### config.mk
export PLATFORM = sky130hd
export DESIGN_NAME = vfpu_dutw_rsp_flat
export DESIGN_NICKNAME = d
export VERILOG_FILES = /design/src/rtl/vfpu_dutw_rsp_if.sv /design/src/rtl/vfpu_dutw_rsp.sv /design/src/flat_wrapper.sv
export SDC_FILE = /design/constraint.sdc
export NUM_CORES = 1
export LEC_CHECK = 0
export BUFFER_PORTS_ARGS = -buffer_cell sky130_fd_sc_hd__buf_4
export CELL_PAD_IN_SITES_DETAIL_PLACEMENT = 1
export CELL_PAD_IN_SITES_GLOBAL_PLACEMENT = 2
export CORE_AREA = 2 2 262 264
export CTS_BUF_LIST = sky130_fd_sc_hd__clkbuf_8
export DETAILED_ROUTE_END_ITERATION = 7
export DIE_AREA = 0 0 264 266
export PLACE_DENSITY_LB_ADDON = 0.1
export SYNTH_ARGS = -nofsm -noshare
export SYNTH_HDL_FRONTEND = slang
export SYNTH_SLANG_ARGS = --single-unit
export TNS_END_PERCENT = 50
### constraint.sdc
create_clock -name clk -period 3.2 [get_ports clk]
set_clock_uncertainty 0.05 [all_clocks]
set_input_delay 0.16 -clock clk [delete_from_list [all_inputs] [get_ports clk]]
set_output_delay 0.16 -clock clk [all_outputs]
set_load 0.1 [all_outputs]
### src/rtl/vfpu_dutw_rsp_if.sv
// Bundles the operation input, execution-unit handshake and result/status signals
// of vfpu_dutw_rsp. The slave modport is the DUT view; the master modport is the driving side.
interface vfpu_dutw_rsp_if;
   logic        op_vld;
   logic [5:0]  vfpu_ins;
   logic [31:0] operand_a;
   logic [31:0] operand_b;
   logic [31:0] operand_c;
   logic        op_rdy;
   logic        flush;
   logic        exe_vld;
   logic [5:0]  exe_ins;
   logic [31:0] exe_a;
   logic [31:0] exe_b;
   logic [31:0] exe_c;
   logic        exe_rdy;
   logic        exe_res_vld;
   logic [31:0] exe_res;
   logic [31:0] res;
   logic        res_rdy;
   logic        busy;
   logic        err_ovf;
   logic        err_unexp;

   modport slave (
      input  op_vld, vfpu_ins, operand_a, operand_b, operand_c, flush,
             exe_rdy, exe_res_vld, exe_res,
      output op_rdy, exe_vld, exe_ins, exe_a, exe_b, exe_c,
             res, res_rdy, busy, err_ovf, err_unexp
   );

   modport master (
      output op_vld, vfpu_ins, operand_a, operand_b, operand_c, flush,
             exe_rdy, exe_res_vld, exe_res,
      input  op_rdy, exe_vld, exe_ins, exe_a, exe_b, exe_c,
             res, res_rdy, busy, err_ovf, err_unexp
   );
endinterface

### src/rtl/vfpu_dutw_rsp.sv
// Operation queue in front of a vector FPU execution unit: credit-limited issue,
// in-order result return, flush with drain of in-flight work, sticky error flags.
module vfpu_dutw_rsp #(
   parameter int FIFO_DEPTH = 4,
   parameter int MAX_OUT    = 4
) (
   input logic            clk,
   input logic            rst,
   vfpu_dutw_rsp_if.slave bus
);
   localparam int          PW       = $clog2(FIFO_DEPTH);
   localparam int          EW       = 6 + 3 * 32;
   localparam logic [PW:0] FULL_CNT = (PW + 1)'(FIFO_DEPTH);
   localparam logic [3:0]  OUT_MAX  = 4'(MAX_OUT);

   typedef enum logic [1:0] {IDLE, ACTIVE, DRAIN} state_t;

   state_t        state_q, state_d;
   logic [EW-1:0] mem_q [FIFO_DEPTH];
   logic [EW-1:0] mem_d [FIFO_DEPTH];
   logic [PW-1:0] rd_ptr_q, rd_ptr_d;
   logic [PW-1:0] wr_ptr_q, wr_ptr_d;
   logic [PW:0]   count_q, count_d;
   logic [3:0]    out_q, out_d;
   logic          exe_vld_q, exe_vld_d;
   logic [EW-1:0] exe_data_q, exe_data_d;
   logic [31:0]   res_q, res_d;
   logic          res_rdy_q, res_rdy_d;
   logic          err_ovf_q, err_ovf_d;
   logic          err_unexp_q, err_unexp_d;

   logic          full, flush_act, op_rdy, push, pop, result_ok;
   logic [EW-1:0] push_data, head_d;

   assign full      = (count_q == FULL_CNT);
   assign flush_act = bus.flush && (state_q == ACTIVE);
   assign op_rdy    = !full && (state_q != DRAIN);
   assign push      = bus.op_vld && op_rdy && !flush_act;
   assign pop       = exe_vld_q && bus.exe_rdy;
   assign result_ok = bus.exe_res_vld && (out_q != '0);
   assign push_data = {bus.vfpu_ins, bus.operand_a, bus.operand_b, bus.operand_c};

   always_comb begin
      mem_d    = mem_q;
      rd_ptr_d = rd_ptr_q;
      wr_ptr_d = wr_ptr_q;
      count_d  = count_q;
      if (push) begin
         mem_d[wr_ptr_q] = push_data;
         wr_ptr_d        = wr_ptr_q + 1'b1;
      end
      if (pop) rd_ptr_d = rd_ptr_q + 1'b1;
      if (push && !pop) count_d = count_q + 1'b1;
      else if (pop && !push) count_d = count_q - 1'b1;
      if (flush_act) begin
         rd_ptr_d = '0;
         wr_ptr_d = '0;
         count_d  = '0;
      end
   end

   always_comb begin
      out_d = out_q;
      if (pop && !result_ok) out_d = out_q + 1'b1;
      else if (result_ok && !pop) out_d = out_q - 1'b1;
   end

   always_comb begin
      state_d = state_q;
      case (state_q)
         IDLE:    if (push) state_d = ACTIVE;
         ACTIVE: begin
            if (flush_act) state_d = DRAIN;
            else if ((count_q == '0) && (out_q == '0) && !push) state_d = IDLE;
         end
         DRAIN:   if (out_d == '0) state_d = IDLE;
         default: state_d = IDLE;
      endcase
   end

   // The offer register is loaded with next cycle's head so a push into an empty queue is visible one cycle later
   always_comb begin
      head_d      = (push && (rd_ptr_d == wr_ptr_q)) ? push_data : mem_q[rd_ptr_d];
      exe_vld_d   = (state_d == ACTIVE) && (count_d != '0) && (out_d < OUT_MAX);
      exe_data_d  = (count_d != '0) ? head_d : exe_data_q;
      res_d       = res_q;
      res_rdy_d   = 1'b0;
      if (result_ok && (state_q == ACTIVE)) begin
         res_d     = bus.exe_res;
         res_rdy_d = 1'b1;
      end
      err_ovf_d   = err_ovf_q | (bus.op_vld && full && !flush_act);
      err_unexp_d = err_unexp_q | (bus.exe_res_vld && (out_q == '0));
   end

   always_ff @(posedge clk) begin
      if (rst) begin
         state_q     <= IDLE;
         for (int i = 0; i < FIFO_DEPTH; i++) mem_q[i] <= '0;
         rd_ptr_q    <= '0;
         wr_ptr_q    <= '0;
         count_q     <= '0;
         out_q       <= '0;
         exe_vld_q   <= 1'b0;
         exe_data_q  <= '0;
         res_q       <= '0;
         res_rdy_q   <= 1'b0;
         err_ovf_q   <= 1'b0;
         err_unexp_q <= 1'b0;
      end else begin
         state_q     <= state_d;
         mem_q       <= mem_d;
         rd_ptr_q    <= rd_ptr_d;
         wr_ptr_q    <= wr_ptr_d;
         count_q     <= count_d;
         out_q       <= out_d;
         exe_vld_q   <= exe_vld_d;
         exe_data_q  <= exe_data_d;
         res_q       <= res_d;
         res_rdy_q   <= res_rdy_d;
         err_ovf_q   <= err_ovf_d;
         err_unexp_q <= err_unexp_d;
      end
   end

   assign bus.op_rdy    = op_rdy;
   assign bus.exe_vld   = exe_vld_q;
   assign bus.exe_ins   = exe_data_q[EW-1 -: 6];
   assign bus.exe_a     = exe_data_q[95:64];
   assign bus.exe_b     = exe_data_q[63:32];
   assign bus.exe_c     = exe_data_q[31:0];
   assign bus.res       = res_q;
   assign bus.res_rdy   = res_rdy_q;
   assign bus.busy      = (state_q != IDLE);
   assign bus.err_ovf   = err_ovf_q;
   assign bus.err_unexp = err_unexp_q;
endmodule

### src/flat_wrapper.sv
// flat-port wrapper written by rule: the top's interface ports become plain ports
module vfpu_dutw_rsp_flat 
#(
   parameter int FIFO_DEPTH = 4,
   parameter int MAX_OUT    = 4
)
  (clk, rst, bus_op_vld, bus_vfpu_ins, bus_operand_a, bus_operand_b, bus_operand_c, bus_flush, bus_exe_rdy, bus_exe_res_vld, bus_exe_res, bus_op_rdy, bus_exe_vld, bus_exe_ins, bus_exe_a, bus_exe_b, bus_exe_c, bus_res, bus_res_rdy, bus_busy, bus_err_ovf, bus_err_unexp);
  vfpu_dutw_rsp_if bus_i ();
  input logic clk;
  input logic rst;
  input wire logic [$bits(bus_i.op_vld)-1:0] bus_op_vld;
  input wire logic [$bits(bus_i.vfpu_ins)-1:0] bus_vfpu_ins;
  input wire logic [$bits(bus_i.operand_a)-1:0] bus_operand_a;
  input wire logic [$bits(bus_i.operand_b)-1:0] bus_operand_b;
  input wire logic [$bits(bus_i.operand_c)-1:0] bus_operand_c;
  input wire logic [$bits(bus_i.flush)-1:0] bus_flush;
  input wire logic [$bits(bus_i.exe_rdy)-1:0] bus_exe_rdy;
  input wire logic [$bits(bus_i.exe_res_vld)-1:0] bus_exe_res_vld;
  input wire logic [$bits(bus_i.exe_res)-1:0] bus_exe_res;
  output wire logic [$bits(bus_i.op_rdy)-1:0] bus_op_rdy;
  output wire logic [$bits(bus_i.exe_vld)-1:0] bus_exe_vld;
  output wire logic [$bits(bus_i.exe_ins)-1:0] bus_exe_ins;
  output wire logic [$bits(bus_i.exe_a)-1:0] bus_exe_a;
  output wire logic [$bits(bus_i.exe_b)-1:0] bus_exe_b;
  output wire logic [$bits(bus_i.exe_c)-1:0] bus_exe_c;
  output wire logic [$bits(bus_i.res)-1:0] bus_res;
  output wire logic [$bits(bus_i.res_rdy)-1:0] bus_res_rdy;
  output wire logic [$bits(bus_i.busy)-1:0] bus_busy;
  output wire logic [$bits(bus_i.err_ovf)-1:0] bus_err_ovf;
  output wire logic [$bits(bus_i.err_unexp)-1:0] bus_err_unexp;
  assign bus_i.op_vld = bus_op_vld;
  assign bus_i.vfpu_ins = bus_vfpu_ins;
  assign bus_i.operand_a = bus_operand_a;
  assign bus_i.operand_b = bus_operand_b;
  assign bus_i.operand_c = bus_operand_c;
  assign bus_i.flush = bus_flush;
  assign bus_i.exe_rdy = bus_exe_rdy;
  assign bus_i.exe_res_vld = bus_exe_res_vld;
  assign bus_i.exe_res = bus_exe_res;
  assign bus_op_rdy = bus_i.op_rdy;
  assign bus_exe_vld = bus_i.exe_vld;
  assign bus_exe_ins = bus_i.exe_ins;
  assign bus_exe_a = bus_i.exe_a;
  assign bus_exe_b = bus_i.exe_b;
  assign bus_exe_c = bus_i.exe_c;
  assign bus_res = bus_i.res;
  assign bus_res_rdy = bus_i.res_rdy;
  assign bus_busy = bus_i.busy;
  assign bus_err_ovf = bus_i.err_ovf;
  assign bus_err_unexp = bus_i.err_unexp;
  vfpu_dutw_rsp #(.FIFO_DEPTH(FIFO_DEPTH), .MAX_OUT(MAX_OUT)) u_core (.clk(clk), .rst(rst), .bus(bus_i));
endmodule
* After elaboration in Yosys (flattened, before gate mapping) *
Index checks and enable logic that the tools add are counted.

operators by class
  equal/unequal tests = 6
  multiplexer cells = 20
  $lt $le $gt $ge = 4
  reductions and logical operators = 33
  $add $sub $neg = 6
  bitwise operators = 4

operator list
  kind                   number
  $bwmux W408            1
  $mux W102              4
  $bmux W102 S2          1
  $demux W102 S2         1
  $logic_and A1 B1 Y1    20
  $mux W2                6
  $mux W3                3
  $logic_not A4 Y1       2
  $mux W4                2
  $ge A3 B3 Y1 const B   2
  $not A2 Y3             2
  $pmux W2 S3            1
  $logic_not A1 Y1       5
  $add A2 B1 Y2 const B  2
  $add A4 B1 Y4 const B  1
  $eq A2 B1 Y1 const B   2
  $lt A4 B3 Y1 const B   1
  $reduce_bool A4 Y1     1
  $sub A4 B1 Y4 const B  1
  $add A3 B1 Y3 const B  1
  $eq A3 B3 Y1 const B   1
  $logic_not A3 Y1       1
  $lt A3 B1 Y1 const B   1
  $reduce_bool A3 Y1     1
  other kinds (9)        10

word-level totals
  output and inout port bits = 140
  bits of input ports = 140
  register bits after elaboration = 559
  word-level logic and storage cells = 88

* Longest topological paths before layout *
  depth after elaboration = 13
  gate-level depth with buffers = 12
  depth with buffers taken out = 8

* Worst setup path after synthesis *
No wires, ideal clock.

  kind = register -> register
  start = reg u_core.exe_vld_q (netlist: u_core.bus.exe_vld)
  end = reg u_core.exe_data_q[59]
  clock period less this slack = 2902 ps
  setup slack = 298 ps
  library setup time = 81 ps
  cell stages (with the launch flop) = 10
  data arrival time = 2771 ps
  data required time = 3069 ps
  buffers on the path = 3
  cells stage by stage = dfxtp_1 -> a21boi_0 -> or2_0 -> and3_1 -> o31a_1 -> buf_2 -> buf_4 -> buf_2 -> mux2i_1 -> a211oi_2

on the way
  longest elaborated chain between the ends = 8
  elaborated cells between the ends (all ways) = 17
  those cells by class = eq/ne: 1; mux: 9; bitwise: 1; reduce/logical: 6

RTL lines
  what                                          line                  text
  from (decl)                                   vfpu_dutw_rsp.sv:25   logic exe_vld_q, exe_vld_d;
  from (signal assigned)                        vfpu_dutw_rsp.sv:117  exe_vld_q <= exe_vld_d;
  $logic_and A1 B1 Y1 *                         vfpu_dutw_rsp.sv:39   assign pop = exe_vld_q && bus.exe_rdy;
  $mux W2                                       vfpu_dutw_rsp.sv:52   if (pop) rd_ptr_d = rd_ptr_q + 1'b1;
  $mux W2                                       vfpu_dutw_rsp.sv:55   if (flush_act) begin
  $not A2 Y3 (not written as such)              vfpu_dutw_rsp.sv:83   head_d = (push && (rd_ptr_d == wr_ptr_q)) ? push_data : mem_q[rd_ptr_d];
  $bmux W102 S2                                 vfpu_dutw_rsp.sv:83
  $mux W102 (not written as such) (2 in a row)  vfpu_dutw_rsp.sv:83
  $mux W102                                     vfpu_dutw_rsp.sv:83
  to (signal assigned)                          vfpu_dutw_rsp.sv:118  exe_data_q <= exe_data_d;
  to (decl)                                     vfpu_dutw_rsp.sv:26   logic [EW-1:0] exe_data_q, exe_data_d;

Mark *: on every way between the ends. The rest lies on a longest branch, timed or not. The select of a mux whose other input is x is not followed.
A chain may end at the register's enable or synchronous reset.

* Final worst setup path *
  start = reg u_core.count_q[0]
  end = reg u_core.exe_data_q[88]

on the way
  longest elaborated chain between the ends = 11
  elaborated cells between the ends (all ways) = 16
  those cells by class = add/sub: 2; eq/ne: 1; mux: 4; reduce/logical: 9

RTL lines
  what                              line                  text
  from (decl)                       vfpu_dutw_rsp.sv:23   logic [PW:0] count_q, count_d;
  from (signal assigned)            vfpu_dutw_rsp.sv:115  count_q <= count_d;
  $eq A3 B3 Y1                      vfpu_dutw_rsp.sv:35   assign full = (count_q == FULL_CNT);
  $logic_not A1 Y1                  vfpu_dutw_rsp.sv:37   assign op_rdy = !full && (state_q != DRAIN);
  $logic_and A1 B1 Y1               vfpu_dutw_rsp.sv:37
  $logic_and A1 B1 Y1 (2 in a row)  vfpu_dutw_rsp.sv:38   assign push = bus.op_vld && op_rdy && !flush_act;
  $logic_not A1 Y1                  vfpu_dutw_rsp.sv:54   else if (pop && !push) count_d = count_q - 1'b1;
  $logic_and A1 B1 Y1               vfpu_dutw_rsp.sv:54
  $mux W3                           vfpu_dutw_rsp.sv:54
  $mux W3                           vfpu_dutw_rsp.sv:53   if (push && !pop) count_d = count_q + 1'b1;
  $mux W3                           vfpu_dutw_rsp.sv:55
  $reduce_bool A3 Y1                vfpu_dutw_rsp.sv:85   exe_data_d = (count_d != '0) ? head_d : exe_data_q;

Parallel ways exist; a longest one is shown, timed or not.

==> flow_summary.yaml <==
routing:
  drt-pass1-iter-count: 5
  dr.first_iter.drc_count: 1422
  avgRoutedWirePerCell_um: 22.8
  detail_route.wirelength_um: 97700
  vias_per_cell: 5.61
  drt_antenna_net_count: 0
  route.detailed.drc: 0
  detailroute.via_count: 24000
setup_path:
  critPathMaxFanout: 34
  path_class: "flip-flop to flip-flop"
  critPathLaunch: "u_core.count_q[0]"
  worst_r2r_startpoint: "u_core.count_q[0]"
  critPathArrivalTime_ps: 3550
  critPathMaxStageDelay_ps: 500
  critPathLaunchType: "flip-flop"
  critPathRequiredTime_ps: 3750
  cp_num_buf_inv: 2
  timing.critical_path.slowest_stage_cell: "buf_4"
  timing.critical_path.cells: "inv_1, ha_1, nand2_1, and3_1, nor2_1, o31ai_4, buf_4, a21oi_1, a211oi_2"
  setup.worst_path.end_class: "flip-flop"
  dominant_delay_contributor_by_cell_family_on_the_critical_path: "simple AND/OR/NAND/NOR gates"
min_path:
  min_path_type: "input pin to flip-flop"
  hold_start: "bus_exe_res[2]"
power:
  power_per_cell_area_nw_per_um2: 887
  power.share.sequential_pct: 31.6
  cellInternalPower_mw: 15.2
  power_leakage_nw: 11.1
  peakVddDrop_uv: 839
  post-layout-total-power_mw: 27.3
  swShare_pct: 44.4
  share_clk_of_total_power_pct: 24.9
  power_switching_mw: 12.1
  pwr-share-comb_pct: 43.5
clock_network:
  post-cts-setup-buffer-count: 0
  cts.clk_slew.worst_paths_ps: 60
  cts_inserted_buffers: 105
  clock_insertion_delay_worst_skew_ps: 710
  clock_sinks: 559
  clock_root_buffer: "clkbuf_8"
  cts_tree: "built"
  ctsLongestPathBuffers: 3
  cts_htree_levels: 3
synth:
  post_synth_adder_cell_area_pct: 0.467
  syn-instance-count: 3000
  yosys.area_share.xor_xnor_pct: 0.218
  mappedNetlistNets: 3149
  synth_compound_gate_area_share_pct: 26.8
  post_synth_mux_area_share_pct: 4.28
  synth_top_family_by_area: "compound AO/OA/AOI/OAI gates"
  post_synth_num_cell_types: 49
  cell_area_after_synthesis_um2: 24100
  synthesis.area_per_instance_um2: 8.04
  ys_async_sr_fraction_pct: 0
  synth_ff_type: "dfxtp_1"
  synth-seq-area-share_pct: 46.4
  synth_warnings: 0
  synth.ff_latch_count: 559
  synth_edf_count: 0
  synth_simple_gate_area_share_pct: 15.3
timing:
  timing.slew.headroom_pct: 40.8
  final.hold.worst_slack_ps: 218
  hold_viol: 0
  slew_viol_final: 0
  clock.fmax_ghz: 0.333
  worst-slew-pin-transition_ps: 887
  final_min_period_over_clock_period_pct: 93.8
  timing.final.crit_period_ps: 3000
  rsz0062_at_grt: "false"
  total_negative_setup_slacks_ps: 0
  finalSetupViolations: 0
run_status:
  run_status: "finished clean"
global_routing:
  grt_antenna_before_repair: 3
  grt_pass1_vias: 25400
  global_route.usage.total_pct: 27.2
  grt_max_degree: 112
  grt_first_pass_wirelength_um: 150000
  globalRoute.totalOverflow: 0
die:
  placeableCoreArea_um2: 67700
  fp.dieW_um: 264
  start_util_pct: 35.6
  core.rowCount: 96
  floorplan.die.height_um: 266
  io_pins: 280
  die_area_um2: 70200
place:
  detailed_place_hpwl_um: 55000
  place.port_buffers: 279
  finalWeightedCongestion: 0.795
  dpl-instance-area_um2: 27300
cells_and_area:
  design.final.nets: 3471
  final_area_um2: 30700
  filler_cell_count: 8032
  ff_latch_area_um2: 11200
  multiInputGateArea_um2: 11500
  area.growth.synth_to_final_pct: 27.5
  most-common-layout-cells: "nand2_1, dfxtp_1, a21oi_1, buf_4, inv_1"
  layout_commonest_cell: "nand2_1"
  layout-drive-gt1-share_pct: 17.3
job:
  max_cap_viol_count: 0
-- what timing repair did --
action	CTS	global route
endpoints found under the hold margin	551	0
gates resized for setup	0	0
hold buffers	139	0
-- per-layer routing --
| layer | global-route usage [%] | up-vias | share of wire [%] | wire length [um] |
|---|---|---|---|---|
| met2 | 47.2 | 609 | 49 | 47500 |
| met1 | 34.7 | 12000 | 44 | 43400 |
| met3 | 4.37 | 184 | 4.6 | 4470 |
| li1 | - | 11200 | - | - |
| met5 | 0 | - | 0.013 | 13 |
| met4 | 8.37 | 2 | 2.3 | 2270 |
-- final timing paths --
check / endpoint / slack, ps / cells after the start
setup / recovery: u_core.exe_data_q[88] / 200 / 9
setup reg to reg: u_core.exe_data_q[88] / 200 / 9
hold reg to reg: u_core.mem_q[231] / 400 / 2
hold / removal: u_core.bus.res[2] / 220 / 4
-- cells by family (layout without fill, tap and decap cells) --
logic type,after synthesis,in the layout
buffers and inverters,393,786
DFF,559,559
muxes,103,103
other,0,2
xor gates and xnor gates,6,6
and+or+nand+nor,954,954
adders and majority gates,9,9
AOI/OAI and AO/OA,976,976
-- registers in the layout, summed over array words and instances (netlist names) --
register,cells
u_core.out_q,4
u_core.bus.err_unexp,1
u_core.rd_ptr_q,2
u_core.bus.res,32
u_core.exe_data_q,102
u_core.state_q,2
u_core.bus.exe_vld,1
u_core.mem_q,408
u_core.wr_ptr_q,2
u_core.bus.err_ovf,1
u_core.count_q,3
u_core.bus.res_rdy,1
-- Yosys cell counts (9+ instances only) --
master / count / area [um2]
inv_1: 109 / 409
o32ai_1: 102 / 893
clkbuf_1: 235 / 882
nand2_1: 894 / 3360
o22ai_1: 103 / 644
mux2i_1: 103 / 1030
a21oi_1: 545 / 2730
buf_2: 22 / 110
nor2_1: 20 / 75.1
dfxtp_1: 559 / 11200
a221oi_1: 101 / 885
ha_1: 9 / 113
buf_1: 15 / 56.3
a211oi_1: 36 / 270
a211oi_2: 69 / 863
-- layout make-up --
cell class	count	area share (%)
multi-input cells	2048	37.3
flip-flops and latches	559	36.4
repair buffers	499	14.8
clock buffers	130	5.82
well taps	882	3.59
inverters	109	1.34
clock inverters	48	0.716
diodes	2	0.0163
-- power by group through the flow --
stage / Combinational [mW] / Clock (mW) / Sequential, mW
floorplan: 5.26 / 0 / 11.8
global placement: 11.5 / 0 / 8.70
detailed placement: 11.7 / 0 / 8.72
CTS: 11.9 / 6.96 / 8.59
global route: 12.5 / 7.28 / 8.69
finish: 11.9 / 6.79 / 8.60
-- worst reg2reg max path: stages (launching register included) --
cell and delay [ps]:
dfxtp_1 420, inv_1 110, ha_1 250, nand2_1 160
and3_1 500, nor2_1 160, o31ai_4 320, buf_4 500
a21oi_1 180, a211oi_2 250
-- stage by stage --
stage / util, % / cells / setup slack [ps]
floorplan: - / 3000 / 298
global placement: 40.3 / 3958 / 413
detailed placement: 40.3 / 3958 / 260
CTS: 45.4 / 4275 / 240
global route: 45.4 / 4277 / 34.3
finish: 45.4 / 4277 / 199
Note: power is estimated with default switching activity, not from simulation.
